===== config.mk =====
export PLATFORM = sky130hd
export DESIGN_NAME = ex_issue_ctrl
export DESIGN_NICKNAME = d
export VERILOG_FILES = /design/src/rtl/ex_issue_ctrl_pkg.sv /design/src/rtl/ex_scoreboard.sv /design/src/rtl/ex_issue_ctrl.sv
export SDC_FILE = /design/constraint.sdc
export NUM_CORES = 1
export LEC_CHECK = 0
export BUFFER_PORTS_ARGS = -buffer_cell sky130_fd_sc_hd__buf_2
export CAP_MARGIN = 20
export CORE_ASPECT_RATIO = 1.4
export CORE_UTILIZATION = 42
export CTS_CLUSTER_SIZE = 40
export DETAILED_ROUTE_END_ITERATION = 8
export MAX_ROUTING_LAYER = met4
export PLACE_DENSITY = 0.76
export SYNTH_ARGS = -nofsm -noshare
export SYNTH_HDL_FRONTEND = slang
export SYNTH_SLANG_ARGS = --single-unit

===== constraint.sdc =====
create_clock -name clk -period 2.2 [get_ports clk]
set_clock_uncertainty 0.05 [all_clocks]
set_input_delay 0.11 -clock clk [delete_from_list [all_inputs] [get_ports clk]]
set_output_delay 0.11 -clock clk [all_outputs]
set_load 0.02 [all_outputs]

===== src/rtl/ex_issue_ctrl_pkg.sv =====
// ex_issue_ctrl_pkg: shared types and defaults for the EX issue controller.
package ex_issue_ctrl_pkg;

    localparam int DEFAULT_NUM_REGS     = 16;
    localparam int DEFAULT_FLUSH_CYCLES = 3;

    typedef logic [$clog2(DEFAULT_NUM_REGS)-1:0] t_reg_addr;

    typedef enum logic [1:0] {
        FLUSH  = 2'd0,
        RUN    = 2'd1,
        DRAIN  = 2'd2,
        HALTED = 2'd3
    } t_ctrl_state;

    typedef enum logic [1:0] {
        FWD_NONE = 2'd0,
        FWD_EX   = 2'd1,
        FWD_WB   = 2'd2
    } t_fwd_sel;

endpackage


===== src/rtl/ex_scoreboard.sv =====
// ex_scoreboard: EX/WB destination slots and per-operand match flags.
module ex_scoreboard #(
    parameter int REG_AW = 4
) (
    input  logic              clk,
    input  logic              rst,
    input  logic              flush_i,
    input  logic              issue_i,
    input  logic              wr_en_i,
    input  logic [REG_AW-1:0] dst_i,
    input  logic [REG_AW-1:0] src1_i,
    input  logic              src1_used_i,
    input  logic [REG_AW-1:0] src2_i,
    input  logic              src2_used_i,
    output logic              ex_v_o,
    output logic              wb_v_o,
    output logic              s1_ex_o,
    output logic              s1_wb_o,
    output logic              s2_ex_o,
    output logic              s2_wb_o
);

    logic              ex_v_q, wb_v_q;
    logic [REG_AW-1:0] ex_dst_q, wb_dst_q;

    always_ff @(posedge clk) begin
        if (rst || flush_i) begin
            ex_v_q <= 1'b0;
            wb_v_q <= 1'b0;
        end else begin
            ex_v_q <= issue_i & wr_en_i;
            wb_v_q <= ex_v_q;
        end
        ex_dst_q <= dst_i;
        wb_dst_q <= ex_dst_q;
    end

    assign ex_v_o  = ex_v_q;
    assign wb_v_o  = wb_v_q;
    assign s1_ex_o = src1_used_i & ex_v_q & (src1_i == ex_dst_q);
    assign s1_wb_o = src1_used_i & wb_v_q & (src1_i == wb_dst_q);
    assign s2_ex_o = src2_used_i & ex_v_q & (src2_i == ex_dst_q);
    assign s2_wb_o = src2_used_i & wb_v_q & (src2_i == wb_dst_q);

endmodule


===== src/rtl/ex_issue_ctrl.sv =====
// ex_issue_ctrl: issue sequencing, RAW stalls, post-reset flush and halt/drain/resume.
// EX_FORWARD_EN replaces scoreboard stalls with forward selects.
module ex_issue_ctrl
    import ex_issue_ctrl_pkg::*;
#(
    parameter  int NUM_REGS     = DEFAULT_NUM_REGS,
    parameter  int FLUSH_CYCLES = DEFAULT_FLUSH_CYCLES,
    parameter  int CNT_W        = 16,
    localparam int REG_AW       = $clog2(NUM_REGS)
) (
    input  logic              clk,
    input  logic              rst,
    input  logic              id_valid,
    input  logic [REG_AW-1:0] id_src1,
    input  logic              id_src1_used,
    input  logic [REG_AW-1:0] id_src2,
    input  logic              id_src2_used,
    input  logic              id_wr_en,
    input  logic [REG_AW-1:0] id_dst,
    input  logic              halt_req,
    input  logic              resume,
    output logic              internal_reset,
    output logic              stall_id,
    output logic              ex_issue,
    output logic              halted,
    output logic [1:0]        fwd_sel1,
    output logic [1:0]        fwd_sel2,
    output logic [CNT_W-1:0]  hazard_cnt
);

    t_ctrl_state      state_q, state_d;
    logic [3:0]       flush_cnt_q, flush_cnt_d;
    logic             internal_reset_q;
    logic [CNT_W-1:0] hazard_cnt_q;
    logic             count_hz;
    logic             hz;
    logic             ex_v, wb_v, s1_ex, s1_wb, s2_ex, s2_wb;
    t_fwd_sel         fwd1, fwd2;

    ex_scoreboard #(.REG_AW(REG_AW)) u_sb (
        .clk         (clk),
        .rst         (rst),
        .flush_i     (state_q == FLUSH),
        .issue_i     (ex_issue),
        .wr_en_i     (id_wr_en),
        .dst_i       (id_dst),
        .src1_i      (id_src1),
        .src1_used_i (id_src1_used),
        .src2_i      (id_src2),
        .src2_used_i (id_src2_used),
        .ex_v_o      (ex_v),
        .wb_v_o      (wb_v),
        .s1_ex_o     (s1_ex),
        .s1_wb_o     (s1_wb),
        .s2_ex_o     (s2_ex),
        .s2_wb_o     (s2_wb)
    );

`ifdef EX_FORWARD_EN
    assign hz   = 1'b0;
    assign fwd1 = rst ? FWD_NONE : s1_ex ? FWD_EX : s1_wb ? FWD_WB : FWD_NONE;
    assign fwd2 = rst ? FWD_NONE : s2_ex ? FWD_EX : s2_wb ? FWD_WB : FWD_NONE;
`else
    assign hz   = id_valid & (s1_ex | s1_wb | s2_ex | s2_wb);
    assign fwd1 = FWD_NONE;
    assign fwd2 = FWD_NONE;
`endif

    assign fwd_sel1 = fwd1;
    assign fwd_sel2 = fwd2;

    always_comb begin
        state_d     = state_q;
        flush_cnt_d = flush_cnt_q;
        stall_id    = 1'b1;
        ex_issue    = 1'b0;
        halted      = 1'b0;
        count_hz    = 1'b0;
        case (state_q)
            FLUSH: begin
                flush_cnt_d = flush_cnt_q - 4'd1;
                if (flush_cnt_q <= 4'd1) state_d = RUN;
            end
            RUN: begin
                count_hz = hz;
                // halt wins over issue: the ID instruction stays put for after resume
                if (halt_req) begin
                    state_d = DRAIN;
                end else begin
                    ex_issue = id_valid & ~hz;
                    stall_id = hz;
                end
            end
            DRAIN: begin
                if (!ex_v && !wb_v) state_d = HALTED;
            end
            HALTED: begin
                halted = 1'b1;
                if (resume) state_d = RUN;
            end
            default: state_d = FLUSH;
        endcase
        if (rst) begin
            stall_id = 1'b1;
            ex_issue = 1'b0;
            halted   = 1'b0;
            count_hz = 1'b0;
        end
    end

    always_ff @(posedge clk) begin
        if (rst) begin
            state_q          <= FLUSH;
            flush_cnt_q      <= 4'(FLUSH_CYCLES);
            internal_reset_q <= 1'b1;
            hazard_cnt_q     <= '0;
        end else begin
            state_q          <= state_d;
            flush_cnt_q      <= flush_cnt_d;
            internal_reset_q <= (state_d == FLUSH);
            hazard_cnt_q     <= (count_hz && !(&hazard_cnt_q)) ? hazard_cnt_q + 1'b1 : hazard_cnt_q;
        end
    end

    assign internal_reset = internal_reset_q;
    assign hazard_cnt     = hazard_cnt_q;

endmodule


======== Word level (Yosys, flattened, before mapping) ========
Index checks and enable logic that the tools add are counted.
word-level totals
  register bits ........................... 33
  output and inout port bits .............. 24
  input bits .............................. 20
cells by class
  bitwise logic cells ..................... 15
  muxes and demuxes ....................... 15
  reduce and logical (&&, ||, !) cells .... 9
  order comparisons ....................... 1
  add/sub/neg operators ................... 2
  eq/ne operators ......................... 7
operator list
  cell                                                            number
  adder 16 x 1 -> 16 bit, second input constant                   1
  == test 4 bit                                                   4
  AND reduction 16 bit                                            1
  AND 1 bit                                                       11
  two-way mux 1 bit                                               10
  two-way mux 2 bit                                               4
  one-hot mux 2 bit (4 select lines)                              1
  == test 2 bit, second input constant                            2
  less-or-equal comparator 4 x 1 -> 1 bit, second input constant  1
  logical NOT 2 bit                                               2
  subtractor 4 x 1 -> 4 bit, second input constant                1
  logical NOT 1 bit                                               3
  bitwise OR 1 bit                                                3
  == test 2 x 1 -> 1 bit, second input constant                   1
  logical AND 1 bit                                               2
  logical OR 1 bit                                                1
  NOT 1 bit                                                       1

======== Longest topological paths before layout ========
  depth after elaboration ................. 12
  mapped depth ............................ 9
  mapped depth without buffers ............ 7

======== Cells and area by module ========
Synthesis repeated with hierarchy kept, for this count alone.
unflattened totals
  cell total of the unflattened synthesis .. 190
  area, all modules ....................... 1,727.9 um2
by module, submodules not included
  module         instances  area an instance (um2)  cells each
  ex_issue_ctrl  1          1,296.2                 149
  ex_scoreboard  1          431.7                   41

======== Worst setup path before layout ========
OpenSTA, ideal clock, no wires.
  kind .................................... register to register
  start ................................... register hazard_cnt_q[0], in the netlist hazard_cnt[0]
  end ..................................... register hazard_cnt_q[7], in the netlist hazard_cnt[7]
  stages on the path, launching flop included .. 8
  data arrival time ....................... 1,896 ps
  slack ................................... 134 ps
  path through ............................ dfxtp_1 ha_1 nand3_1 nor2_1 and4_1 clkbuf_1 nor4b_1 mux2_2
between the ends
  word-level cells in the longest chain between the ends .. 3
RTL lines
  element                                                                         RTL line              RTL
  start: declaration                                                              ex_issue_ctrl.sv:34   logic [CNT_W-1:0] hazard_cnt_q;
  start signal: assignment                                                        ex_issue_ctrl.sv:121  hazard_cnt_q <= (count_hz && !(&hazard_cnt_q)) ? hazard_cnt_q + 1'b1 : hazard_cnt_q;
  parallel branches: the longest is 3 deep, another holds adder 16 x 1 -> 16 bit  n/a
Several ways; the timed one is not identified.
A chain may end at the register's enable or synchronous reset.

======== Worst setup path in the final report ========
  start ................................... register u_sb.wb_dst_q[2]
  end ..................................... register hazard_cnt_q[8], in the netlist hazard_cnt[8]
between the ends
  word-level cells in the longest chain between the ends .. 9
RTL lines
  element                         RTL line              RTL
  start: declaration              ex_scoreboard.sv:24   logic [REG_AW-1:0] ex_dst_q, wb_dst_q;
  start signal: assignment        ex_scoreboard.sv:35   wb_dst_q <= ex_dst_q;
  == test 4 bit                   ex_scoreboard.sv:41   assign s1_wb_o = src1_used_i & wb_v_q & (src1_i == wb_dst_q);
  AND 1 bit                       ex_scoreboard.sv:41
  bitwise OR 1 bit (2 in series)  ex_issue_ctrl.sv:64   assign hz = id_valid & (s1_ex | s1_wb | s2_ex | s2_wb);
  bitwise OR 1 bit *              ex_issue_ctrl.sv:64
  AND 1 bit *                     ex_issue_ctrl.sv:64
  two-way mux 1 bit *             ex_issue_ctrl.sv:79   case (state_q)
  two-way mux 1 bit *             ex_issue_ctrl.sv:103  if (rst) begin
  logical AND 1 bit *             ex_issue_ctrl.sv:121
Every way passes the cells marked *; elsewhere a longest branch is shown, timed or not.

==> out/results.txt <==
DIE HEIGHT -> 76.2 um
Synth Area in Adders -> 2.27%
H-tree depth -> 2
FILL cells -> 347
Worst path slowest cell -> or4_4
Critical path endpoint category -> flip-flop
Top cells by area, synth -> dfxtp_1 40%, xor2_1 4.8%, or4_1 3.6%
First-pass iteration count of the detailed router -> 6
Clock Tree Root -> clkbuf_8
Worst-path maximum fanout -> 5
FMAX -> 480 MHz
Commonest cells after routing, fill and taps aside -> 38 x buf_2, 29 x dfxtp_1, 15 x inv_1
Register area -> 666 um^2
Die Area -> 4190 um^2
Yosys top cell area share -> 40.0%
Cell Pwr Density -> 713 nW/um^2
Antenna violations before repair -> 0
GR Layer Usage met3 -> 6.19%
Num CTS Buffers -> 5
Logic pwr share -> 17.0%
#FFs+latches synth -> 33
DRC -> 0
Final Non-Filler Cells -> 290
Post-route minimum period -> 2080 ps
Top delay family on crit path -> compound AO/OA/AOI/OAI gates
Max_cap viols -> 0
Post-synthesis cell area -> 1650 um^2
Unique masters post-synth -> 45
CTS tree -> done
Setup CP Type -> reg -> reg
NetSw -> 420 uW
Status -> complete, no violations
Asr flop ratio synth -> 0%
Avg WL per Cell -> 13.6 um
Placed Cells -> 272
Synth area leader -> dfxtp_1
Most common cell after layout, fill and taps aside -> buf_2
Total GRT Usage -> 20.3%
Sequential power share -> 44.6%
Buf+Inv Stages, Crit Path -> 1
Mean Syn Cell Area -> 8.70 um^2
CP Launch Type -> flip-flop
Finish-stage setup viols -> 0
Fin util -> 58.8%
Final slew viol count -> 0
Crit path cell chain -> xnor2_2, nand3_2, o41ai_4, o21ai_2, buf_6, or4_4, a21oi_2
Lkg Pwr -> 0.000955 uW
Share of cells above drive strength 1 -> 33.1%
# IOs -> 44
Clk_lat worst skew -> 290 ps
Initial Utilization -> 44.6%
CP arrival -> 2260 ps
Final HPWL from detailed placement -> 2760 um
Clock Tree Buf Depth -> 2
Compound-gate portion of the synthesized area -> 17.4%
Mux cell area share after synthesis -> 2.57%
Nets -> 270
Simple-Gate Fraction of Synth Area -> 23.5%
Register area share after synthesis -> 40.0%
Sw Ratio -> 27.0%
GPL Wtd Cong -> 0.811
GRT overflow -> 0
Post-synth top flop -> dfxtp_1
Die Span X -> 55.0 um
Largest family of logic cells by synthesized area -> simple AND/OR/NAND/NOR gates
Post-Synthesis Cells -> 190
Area grow syn2layout -> 32.0%
Pin count of the biggest net entering global routing -> 22
Num rows -> 26
Fin crit share -> 94.6%
Post-route ant nets -> 0
Core box area -> 3710 um^2
Yosys Warn Count -> 0
Final Hold Fails -> 0
Busiest layer in global routing -> met2
Port buffer count -> 39
Worst endpoint required time -> 2380 ps
Routed wire length -> 3950 um
Number of global-route vias before repair -> 1397
Routing usage on met1 -> 23.7%
Post-Synth XOR/XNOR Area -> 6.89%
Global routing usage on met2 -> 31.0%
Starting DRC count in detailed routing -> 45
Post-synth EDFFs -> 0
Vias -> 1601
Int Pwr -> 1140 uW
Clk pwr share -> 38.4%
Clock slew at reported path FFs -> 70 ps
Antenna Diode Count -> 0
Multi-input gate area -> 941 um^2
First-pass GRT wire length -> 6050 um
DR vias/cell -> 5.52
Hold crit path type -> in -> reg
Worst path max stage delay -> 510 ps
# clock sinks -> 33
Worst vdd ir -> 0.443 mV
[power by group through the flow]
| stage | sequential, uW | clock [uW] | combinational [uW] |
|---|---|---|---|
| 5_1_grt | 702 | 638 | 295 |
| 3_5_place_dp | 708 | 0 | 251 |
| 6_report | 695 | 598 | 264 |
| 3_3_place_gp | 703 | 0 | 245 |
| 2_1_floorplan | 703 | 0 | 182 |
| 4_1_cts | 694 | 605 | 259 |
[synthesized netlist by cell type, types with 3 or more instances]
master     n
a21oi_1   10
or2_2      3
dfxtp_1   33
clkbuf_1   3
or4_1      8
nor2b_1    3
nand2_1   12
and3_1     5
ha_1       3
nand3_1    9
o21ai_0    4
nor3_1     6
buf_4      4
xor2_1     9
xnor2_1    4
o211ai_1   3
inv_1     15
nor2_1    13
nand4_1    4
o31ai_1    6
[worst reg2reg max path, cell delays in order, from the launching register on]
cell     delay, ps
dfxtp_2        340
xnor2_2        150
nand3_2        120
o41ai_4        420
o21ai_2        140
buf_6          150
or4_4          510
a21oi_2        140
[final cells by class]
| cell class | instances | area share [%] |
|---|---|---|
| multi-input combinational | 135 | 43.1 |
| sequential | 33 | 30.5 |
| timing repair buffer | 57 | 16.1 |
| clock buffer | 7 | 3.96 |
| inverter | 15 | 2.58 |
| tap | 42 | 2.41 |
| clock inverter | 1 | 1.38 |
[stage by stage]
| step | total power, uW | hold slack (ps) | setup TNS, ps | cell area, um^2 | worst slack (ps) |
|---|---|---|---|---|---|
| after floorplan | 885 | 87.7 | 0 | 1660 | 134 |
| after global placement | 948 | 164 | 0 | 1910 | 124 |
| after detailed placement | 959 | 164 | 0 | 1910 | 113 |
| after CTS | 1560 | 8.66 | 0 | 2070 | 63.0 |
| after global routing | 1630 | 17.9 | -60.7 | 2180 | -13.0 |
| final | 1560 | 16.9 | 0 | 2180 | 118 |
[what timing repair did]
item                                    4_1_cts  5_1_grt
endpoints found under the setup margin        0        7
buffers inserted                              0        6
hold buffers                                  4        0
hold endpoints to repair                      4        0
gates resized for setup                       0       18
[state kept, by name, summed over array words and instances, names as in the netlist]
name,count
u_sb.wb_v_o,1
u_sb.wb_dst_q,4
internal_reset,1
u_sb.ex_v_o,1
flush_cnt_q,4
state_q,2
hazard_cnt,16
u_sb.ex_dst_q,4
[kinds of logic (layout without fill, tap and decap cells)]
family                   count (synthesis)  after routing
XOR/XNOR                                13             13
buffers and inverters                   25             80
AND/OR/NAND/NOR                         72             72
adder cells (fa/ha/maj)                  3              3
multiplexers                             4              4
flip-flops                              33             33
AO/OA/AOI/OAI                           39             39
other                                    1              4
[final timing paths]
| path | startpoint | endpoint | slack [ps] | cells past startpoint |
|---|---|---|---|---|
| worst min register to register | u_sb.ex_dst_q[0] | u_sb.wb_dst_q[0] | 320 | 0 |
| worst max-delay path | u_sb.wb_dst_q[2] | hazard_cnt[8] | 120 | 7 |
| worst max register to register | u_sb.wb_dst_q[2] | hazard_cnt[8] | 120 | 7 |
| worst min-delay path | id_wr_en | u_sb.ex_v_o | 20 | 3 |
[metal layers]
layer	vias up	share of wire, %
met4	0	1.6
met1	749	43
met2	50	51
met3	7	5.1
met5	-	0
li1	795	-
Power figures use the tool's default switching activity.
